## config.mk

```make
export PLATFORM = sky130hd
export DESIGN_NAME = instr_decode_queue_flat
export DESIGN_NICKNAME = d
export VERILOG_FILES = /design/src/rtl/instr_decode_queue_if.sv /design/src/rtl/instr_decode_queue.sv /design/src/flat_wrapper.sv
export SDC_FILE = /design/constraint.sdc
export NUM_CORES = 1
export LEC_CHECK = 0
export ABC_CLOCK_PERIOD_IN_PS = 3100
export CORE_MARGIN = 3
export CORE_UTILIZATION = 33
export DETAILED_ROUTE_END_ITERATION = 7
export GPL_TIMING_DRIVEN = 0
export SLEW_MARGIN = 10
export SYNTH_ARGS = -nofsm -noshare
export SYNTH_HDL_FRONTEND = slang
export SYNTH_SLANG_ARGS = --single-unit
```

## constraint.sdc

```tcl
create_clock -name clk -period 3.1 [get_ports clk]
set_input_delay 0.31 -clock clk [delete_from_list [all_inputs] [get_ports clk]]
set_output_delay 0.31 -clock clk [all_outputs]
set_load 0.01 [all_outputs]
```

## src/rtl/instr_decode_queue_if.sv

```systemverilog
// Fetch-to-decode queue bus: IF push side, D pop side and the decoded head fields.
// The queue takes the slave modport; the IF/D stages (or a bench) take master.
interface instr_decode_queue_if #(
    parameter int DEPTH = 4,
    parameter int PC_W  = 32
);
    localparam int CW = $clog2(DEPTH + 1);

    logic            in_valid;
    logic            in_ready;
    logic [PC_W-1:0] in_pc;
    logic [31:0]     in_instr;
    logic            out_valid;
    logic            out_ready;
    logic [PC_W-1:0] out_pc;
    logic [31:0]     out_instr;
    logic [5:0]      opcode;
    logic [4:0]      rs;
    logic [4:0]      rt;
    logic [4:0]      rd;
    logic [4:0]      shamt;
    logic [5:0]      funct;
    logic [15:0]     imm16;
    logic [25:0]     imm26;
    logic [CW-1:0]   count;

    modport master (
        output in_valid, in_pc, in_instr, out_ready,
        input  in_ready, out_valid, out_pc, out_instr,
        input  opcode, rs, rt, rd, shamt, funct, imm16, imm26, count
    );

    modport slave (
        input  in_valid, in_pc, in_instr, out_ready,
        output in_ready, out_valid, out_pc, out_instr,
        output opcode, rs, rt, rd, shamt, funct, imm16, imm26, count
    );
endinterface

```

## src/rtl/instr_decode_queue.sv

```systemverilog
// Circular instruction queue between IF and D; the head is presented
// pre-split into MIPS fields, with NOP/zero-PC shown whenever it is empty.
module instr_decode_queue #(
    parameter int          DEPTH = 4,
    parameter int          PC_W  = 32,
    parameter logic [31:0] NOP   = 32'h0
) (
    input logic                  clk,
    input logic                  reset,
    input logic                  flush,
    instr_decode_queue_if.slave  bus
);
    localparam int AW = $clog2(DEPTH);
    localparam int CW = $clog2(DEPTH + 1);
    localparam int EW = PC_W + 32;

    logic [EW-1:0] mem [DEPTH];
    logic [AW-1:0] wr_ptr;
    logic [AW-1:0] rd_ptr;
    logic [CW-1:0] count;
    logic          push;
    logic          pop;
    logic          full;
    logic          empty;
    logic [EW-1:0] head;
    logic [31:0]   instr;

    assign full  = (count == CW'(DEPTH));
    assign empty = (count == '0);
    assign push  = bus.in_valid & ~full;
    assign pop   = ~empty & bus.out_ready;

    always_ff @(posedge clk) begin
        if (reset || flush) begin
            wr_ptr <= '0;
            rd_ptr <= '0;
            count  <= '0;
        end else begin
            if (push) wr_ptr <= wr_ptr + 1'b1;
            if (pop)  rd_ptr <= rd_ptr + 1'b1;
            case ({push, pop})
                2'b10:   count <= count + 1'b1;
                2'b01:   count <= count - 1'b1;
                default: count <= count;
            endcase
        end
    end

    // Storage is left uninitialised; an invalid head is masked below.
    always_ff @(posedge clk) begin
        if (push && !reset && !flush)
            mem[wr_ptr] <= {bus.in_pc, bus.in_instr};
    end

    assign head  = mem[rd_ptr];
    assign instr = empty ? NOP : head[31:0];

    assign bus.in_ready  = ~full;
    assign bus.out_valid = ~empty;
    assign bus.out_pc    = empty ? '0 : head[EW-1:32];
    assign bus.out_instr = instr;
    assign bus.count     = count;

    assign bus.opcode = instr[31:26];
    assign bus.rs     = instr[25:21];
    assign bus.rt     = instr[20:16];
    assign bus.rd     = instr[15:11];
    assign bus.shamt  = instr[10:6];
    assign bus.funct  = instr[5:0];
    assign bus.imm16  = instr[15:0];
    assign bus.imm26  = instr[25:0];
endmodule

```

## src/flat_wrapper.sv

```systemverilog
// flat-port wrapper written by rule: the top's interface ports become plain ports
module instr_decode_queue_flat 
#(
    parameter int          DEPTH = 4,
    parameter int          PC_W  = 32,
    parameter logic [31:0] NOP   = 32'h0
)
  (clk, reset, flush, bus_in_valid, bus_in_pc, bus_in_instr, bus_out_ready, bus_in_ready, bus_out_valid, bus_out_pc, bus_out_instr, bus_opcode, bus_rs, bus_rt, bus_rd, bus_shamt, bus_funct, bus_imm16, bus_imm26, bus_count);
  instr_decode_queue_if #(.DEPTH(DEPTH), .PC_W(PC_W)) bus_i ();
  input logic clk;
  input logic reset;
  input logic flush;
  input wire logic [$bits(bus_i.in_valid)-1:0] bus_in_valid;
  input wire logic [$bits(bus_i.in_pc)-1:0] bus_in_pc;
  input wire logic [$bits(bus_i.in_instr)-1:0] bus_in_instr;
  input wire logic [$bits(bus_i.out_ready)-1:0] bus_out_ready;
  output wire logic [$bits(bus_i.in_ready)-1:0] bus_in_ready;
  output wire logic [$bits(bus_i.out_valid)-1:0] bus_out_valid;
  output wire logic [$bits(bus_i.out_pc)-1:0] bus_out_pc;
  output wire logic [$bits(bus_i.out_instr)-1:0] bus_out_instr;
  output wire logic [$bits(bus_i.opcode)-1:0] bus_opcode;
  output wire logic [$bits(bus_i.rs)-1:0] bus_rs;
  output wire logic [$bits(bus_i.rt)-1:0] bus_rt;
  output wire logic [$bits(bus_i.rd)-1:0] bus_rd;
  output wire logic [$bits(bus_i.shamt)-1:0] bus_shamt;
  output wire logic [$bits(bus_i.funct)-1:0] bus_funct;
  output wire logic [$bits(bus_i.imm16)-1:0] bus_imm16;
  output wire logic [$bits(bus_i.imm26)-1:0] bus_imm26;
  output wire logic [$bits(bus_i.count)-1:0] bus_count;
  assign bus_i.in_valid = bus_in_valid;
  assign bus_i.in_pc = bus_in_pc;
  assign bus_i.in_instr = bus_in_instr;
  assign bus_i.out_ready = bus_out_ready;
  assign bus_in_ready = bus_i.in_ready;
  assign bus_out_valid = bus_i.out_valid;
  assign bus_out_pc = bus_i.out_pc;
  assign bus_out_instr = bus_i.out_instr;
  assign bus_opcode = bus_i.opcode;
  assign bus_rs = bus_i.rs;
  assign bus_rt = bus_i.rt;
  assign bus_rd = bus_i.rd;
  assign bus_shamt = bus_i.shamt;
  assign bus_funct = bus_i.funct;
  assign bus_imm16 = bus_i.imm16;
  assign bus_imm26 = bus_i.imm26;
  assign bus_count = bus_i.count;
  instr_decode_queue #(.DEPTH(DEPTH), .PC_W(PC_W), .NOP(NOP)) u_core (.clk(clk), .reset(reset), .flush(flush), .bus(bus_i));
endmodule
```

# After elaboration in Yosys (flattened, before gate mapping)
# Memories as Yosys holds them, arrays and structs flattened. A register that Yosys moved wholly into a read port is not among the register bits.
# Cells that the tools add are included.
# W data, S select, Z words.
# word_totals
reg_bits	7
latch_bits	0
mem_bits_rw	256
mem_bits_ro	0
in_bits	69
output_inout_bits	143
wordCells	29
memories	1
# op_classes
addsub	4
mul	0
div	0
n_lt_le_gt_ge	0
n_eq_ne	3
shifts	0
mux	7
bitwise_logic	4
n_reduce_logical	7
# mem_list
name	depth	word_bits	read_ports	rd_clocked_by_memory_dff	wr	line	text
u_core.mem	4	64	1	1	1	instr_decode_queue.sv:17	logic [EW-1:0] mem [DEPTH];
# ops
op	n
$mux W32	2
$pmux W3 S2	1
$add A2 B1 Y2 const B	2
$mux W2	2
$add A3 B1 Y3 const B	1
$eq A3 B3 Y1 const B	1
$logic_not A3 Y1	1
$sub A3 B1 Y3 const B	1
$and A1 B1 Y1	2
$eq A2 B1 Y1 const B	1
$eq A2 B2 Y1 const B	1
$logic_and A1 B1 Y1	2
$logic_not A1 Y1	2
$mux W1	2
$not A1 Y1	2
$reduce_bool A2 Y1	1
$logic_or A1 B1 Y1	1

# Longest topological paths before layout
# Gate-level depths: netlist (run 1).
# logic_depth
ltp_word	7
depth_mapped	10

# Worst setup path before layout (run 1)
# No wires, ideal clock.
# synth_timing
path_type	register -> register
startpoint	reg u_core.count[2], in the netlist u_core.bus.count[2]
endpoint	reg u_core.count[2], in the netlist u_core.bus.count[2]
setup_time_ns	0.070
arrival_time_ns	2.413
required_time_ns	3.030
slack_ns	0.617
path_stages_with_launch	11
n_path_buf	1
period_less_slack_ns	2.483
cell_sequence	dfxtp_1 or3b_4 and2_4 buf_6 inv_1 ha_1 inv_1 fa_1 xor2_1 or3_2 a21oi_1
# synth_via
elab_chain_cells	5
elab_cells_between_ends	12
# synth_lines
item	line	text
start: declaration	instr_decode_queue.sv:20	logic [CW-1:0] count;
start signal: assignment	instr_decode_queue.sv:42	2'b10: count <= count + 1'b1;
start signal: assignment	instr_decode_queue.sv:43	2'b01: count <= count - 1'b1;
start signal: assignment	instr_decode_queue.sv:44	default: count <= count;
$eq A3 B3 Y1 (*)	instr_decode_queue.sv:28	assign full = (count == CW'(DEPTH));
$not A1 Y1 (*)	n/a	
net bus_in_ready	flat_wrapper.sv:17	output wire logic [$bits(bus_i.in_ready)-1:0] bus_in_ready;
$and A1 B1 Y1 (*)	instr_decode_queue.sv:30	assign push = bus.in_valid & ~full;
$eq A2 B1 Y1 or $eq A2 B2 Y1 (tied branches)	instr_decode_queue.sv:41	case ({push, pop})
$pmux W3 S2 or $reduce_bool A2 Y1 (tied branches)	n/a	
# The timed path passes the listed nets; every way through them passes the cells marked *.
# A chain may end at the register's enable or synchronous reset.

==> out/qor.yml, run 1 <==
dp_hpwl_mm: 13.6
grt_first_pass_wirelength_mm: 32.5
first_pass_iters: 4
timing.critical_path.buf_inv: 4
multi_input_area_mm2: 0.00214
fmax_ghz: 0.339
drtIter0Drc: 230
setup-tns-final_ns: 0
fillers: 2787
grt_max_degree: 35
fin_nets: 853
grt_pass1_vias: 5655
areaGrowthSynthToFinish_pct: 34.0
cp-end-kind: "output port"
hold_violations: 0
finalWirelength_mm: 20.8
finish.utilization_pct: 45.2
diodes: 0
crit_type: "flip-flop to output port"
synth.distinct_cells: 27
die-height_um: 186
cp_num_cells: 6
status: "complete, no violations"
overflow: 0
antenna_found_initial: 0
critPathRequiredTime_ns: 2.79
reg2reg_setup_slack_ns: 0.51
maxSlewViolCount: 0
syn_area_mm2: 0.0107
switching_share_pct: 20.1
crit_end: "bus_out_instr[15]"
ant_nets: 0
top_layer_used: "met4"
worstMarginPinSlew_ns: 0.532
die_area_mm2: 0.0347
regArea_mm2: 0.00787
dr_wl_met2_mm: 10.2
cts_buffers: 29
drive_gt1_share_pct: 26.4
power.density_mw_per_mm2: 543
grtUsageTotal_pct: 11.8
io_buffer_count: 211
viasPerCell: 4.34
p_leak_nw: 4.77
syn-num-nets: 608
path_max_fanout: 19
ios: 212
cts_hold_buf: 0
crit_path_start_kind: "flip-flop"
cp_top_family: "buffers and inverters"
synth-seq-cells: 265
core_region_area_mm2: 0.0318
max_stage_delay_ns: 0.47
routabilityCongestion: 0.662
post_cts_resized: 7
reg2reg_from: "u_core.bus.count[2]"
cts.clk_slew.worst_paths_ns: 0.06
wl_per_cell_um: 16.9
vias: 5356
drv_cap: 0
finClkSkew_ns: 0.00846
clockPowerShare_pct: 40.2
ys_seq_area_share_pct: 73.3
pwr-share-comb_pct: 8.8
crit_slowest_cell: "clkdlybuf4s50_1"
chipWidth_um: 186
post-cts-setup-buffers: 0
cp_cell_sequence: "buf_4 > buf_2 > mux4_2 > and2_1 > buf_4 > clkdlybuf4s50_1"
switchingPower_mw: 1.57
drc_errors: 0
cts_buffer_depth: 3
r2r_cells: 10
cts_sinks: 265
peakVddDrop_mv: 0.441
met1_length_mm: 8.99
min_period_ns: 2.95
max_slew_margin_pct: 64.6
crit_top_cell: "buf_4"
htreeDepth: 1
rows: 65
worstHoldPathType: "input pin to flip-flop"
start_util_pct: 33.7
syn-mean-instance-area_um2: 20.1
internal-power_mw: 6.24
cts_tree: "built"
grt_setup_unrepaired: "no"
report.final.setup_viol: 0
synth_warnings: 0
met3_wirelength_mm: 1.30
min_period_over_period_pct: 95.0
r2r-end: "u_core.bus.count[2]"
crit_arrival_ns: 2.64
clock_latency_ns: 0.52
clockRootBuffer: "clkbuf_16"
synthCells: 533
seqPwrFrac_pct: 50.9
[cell families (layout without fill, tap and decap cells)]
group,after synthesis,in the layout,share of synthesized area (%)
and+or+nand+nor,83,83,4.76
muxes,65,65,13.5
buffers and inverters,104,371,6.88
DFF,265,265,73.3
xor gates and xnor gates,4,4,0.326
AOI/OAI and AO/OA,6,6,0.408
adders and majority gates,6,6,0.770
[power groups by stage]
stage,clock network [mW],registers [mW],logic [mW]
floorplan,0,4.05,0.297
global placement,0,4.05,0.690
detailed placement,0,4.05,0.700
CTS,3.25,3.98,0.706
global route,3.40,3.98,0.744
finish,3.14,3.98,0.689
[layout by cell type, fill, tap and decap left out, types with 4 or more instances in the layout]
cell type          n
edfxtp_1         256
clkdlybuf4s50_1  211
buf_4             75
mux4_2            64
and2_1            64
clkbuf_16         29
clkinv_1          12
buf_6              8
dfxtp_1            8
inv_1              7
nor2_1             7
clkinv_2           7
buf_2              6
clkbuf_1           5
ha_1               5
and3_4             4
xor2_1             4
buf_12             4
[worst min-delay path, delay by kind of cell]
kind                   cells  cell delay, ns
AO/OA/AOI/OAI              1            0.06
buffers and inverters      1            0.42
AND/OR/NAND/NOR            1            0.09
[stage by stage]
step	instance area (um2)	std cells	setup WS, ns	hold WS, ns	total power [mW]
after floorplan	10700	533	0.617	0.409	4.35
after detailed placement	13500	1183	-0.0472	0.496	4.75
after global placement	13400	1179	-0.0449	0.495	4.74
final	14400	1235	0.154	0.398	7.81
after CTS	14400	1235	0.0472	0.365	7.93
after global routing	14400	1235	0.0110	0.389	8.12
[synthesized netlist by cell type]
| master | number | area (um2) |
|---|---|---|
| xor2_1 | 4 | 35.0 |
| and2_1 | 64 | 400 |
| clkbuf_1 | 9 | 33.8 |
| a21oi_1 | 2 | 10.0 |
| o311ai_0 | 1 | 8.76 |
| edfxtp_1 | 256 | 7690 |
| mux2i_1 | 1 | 10.0 |
| or3_2 | 1 | 7.51 |
| nand4_1 | 1 | 6.26 |
| o21ai_0 | 1 | 5.00 |
| fa_1 | 1 | 20.0 |
| nand2_1 | 2 | 7.51 |
| dfxtp_1 | 9 | 180 |
| and2_4 | 1 | 8.76 |
| or2_2 | 1 | 6.26 |
| o31ai_2 | 1 | 12.5 |
| inv_1 | 7 | 26.3 |
| mux4_2 | 64 | 1440 |
| ha_1 | 5 | 62.6 |
| buf_4 | 75 | 563 |
| nor2_1 | 7 | 26.3 |
| or3_1 | 1 | 6.26 |
| buf_6 | 8 | 90.1 |
| and3_2 | 4 | 30.0 |
| buf_2 | 5 | 25.0 |
| o31ai_1 | 1 | 7.51 |
| or3b_4 | 1 | 11.3 |
[worst min path at each step]
stage                           from          endpoint  slack, ns  cells past startpoint
floorplan            bus_in_instr[0]  u_core.mem[0][0]       0.41                      0
finish                  bus_in_valid  u_core.wr_ptr[1]       0.40                      3
global placement    u_core.wr_ptr[0]  u_core.wr_ptr[0]       0.49                      2
detailed placement  u_core.wr_ptr[0]  u_core.wr_ptr[0]       0.50                      2
global route            bus_in_valid  u_core.wr_ptr[1]       0.39                      3
CTS                     bus_in_valid  u_core.wr_ptr[1]       0.36                      3
[final cells by class]
cell class	count	area share (%)
sequential	265	54.7
timing repair buffer	215	15.2
multi-input combinational	164	14.9
clock buffer	31	5.10
buffer	96	5.00
tap	435	3.79
clock inverter	22	1.03
inverter	7	0.183
[per-layer routing]
layer  up-vias  global-route usage [%]
li1       2499                       -
met2       169                    20.1
met3        22                    3.06
met5         -                       0
met1      2666                    15.4
met4         0                    2.27
[state kept, by name (all words and copies together), names as in the netlist, named ones only]
| register | count |
|---|---|
| u_core.rd_ptr | 2 |
| u_core.wr_ptr | 2 |
| u_core.bus.count | 3 |
| u_core.mem | 256 |
(Power assumes the default switching activity.)
==> run 2, diff against run 1 <==
- CAP_MARGIN: unset -> 10
==> results of run 2 <==
Final layout, timing and power as in run 1 (identical DEF).
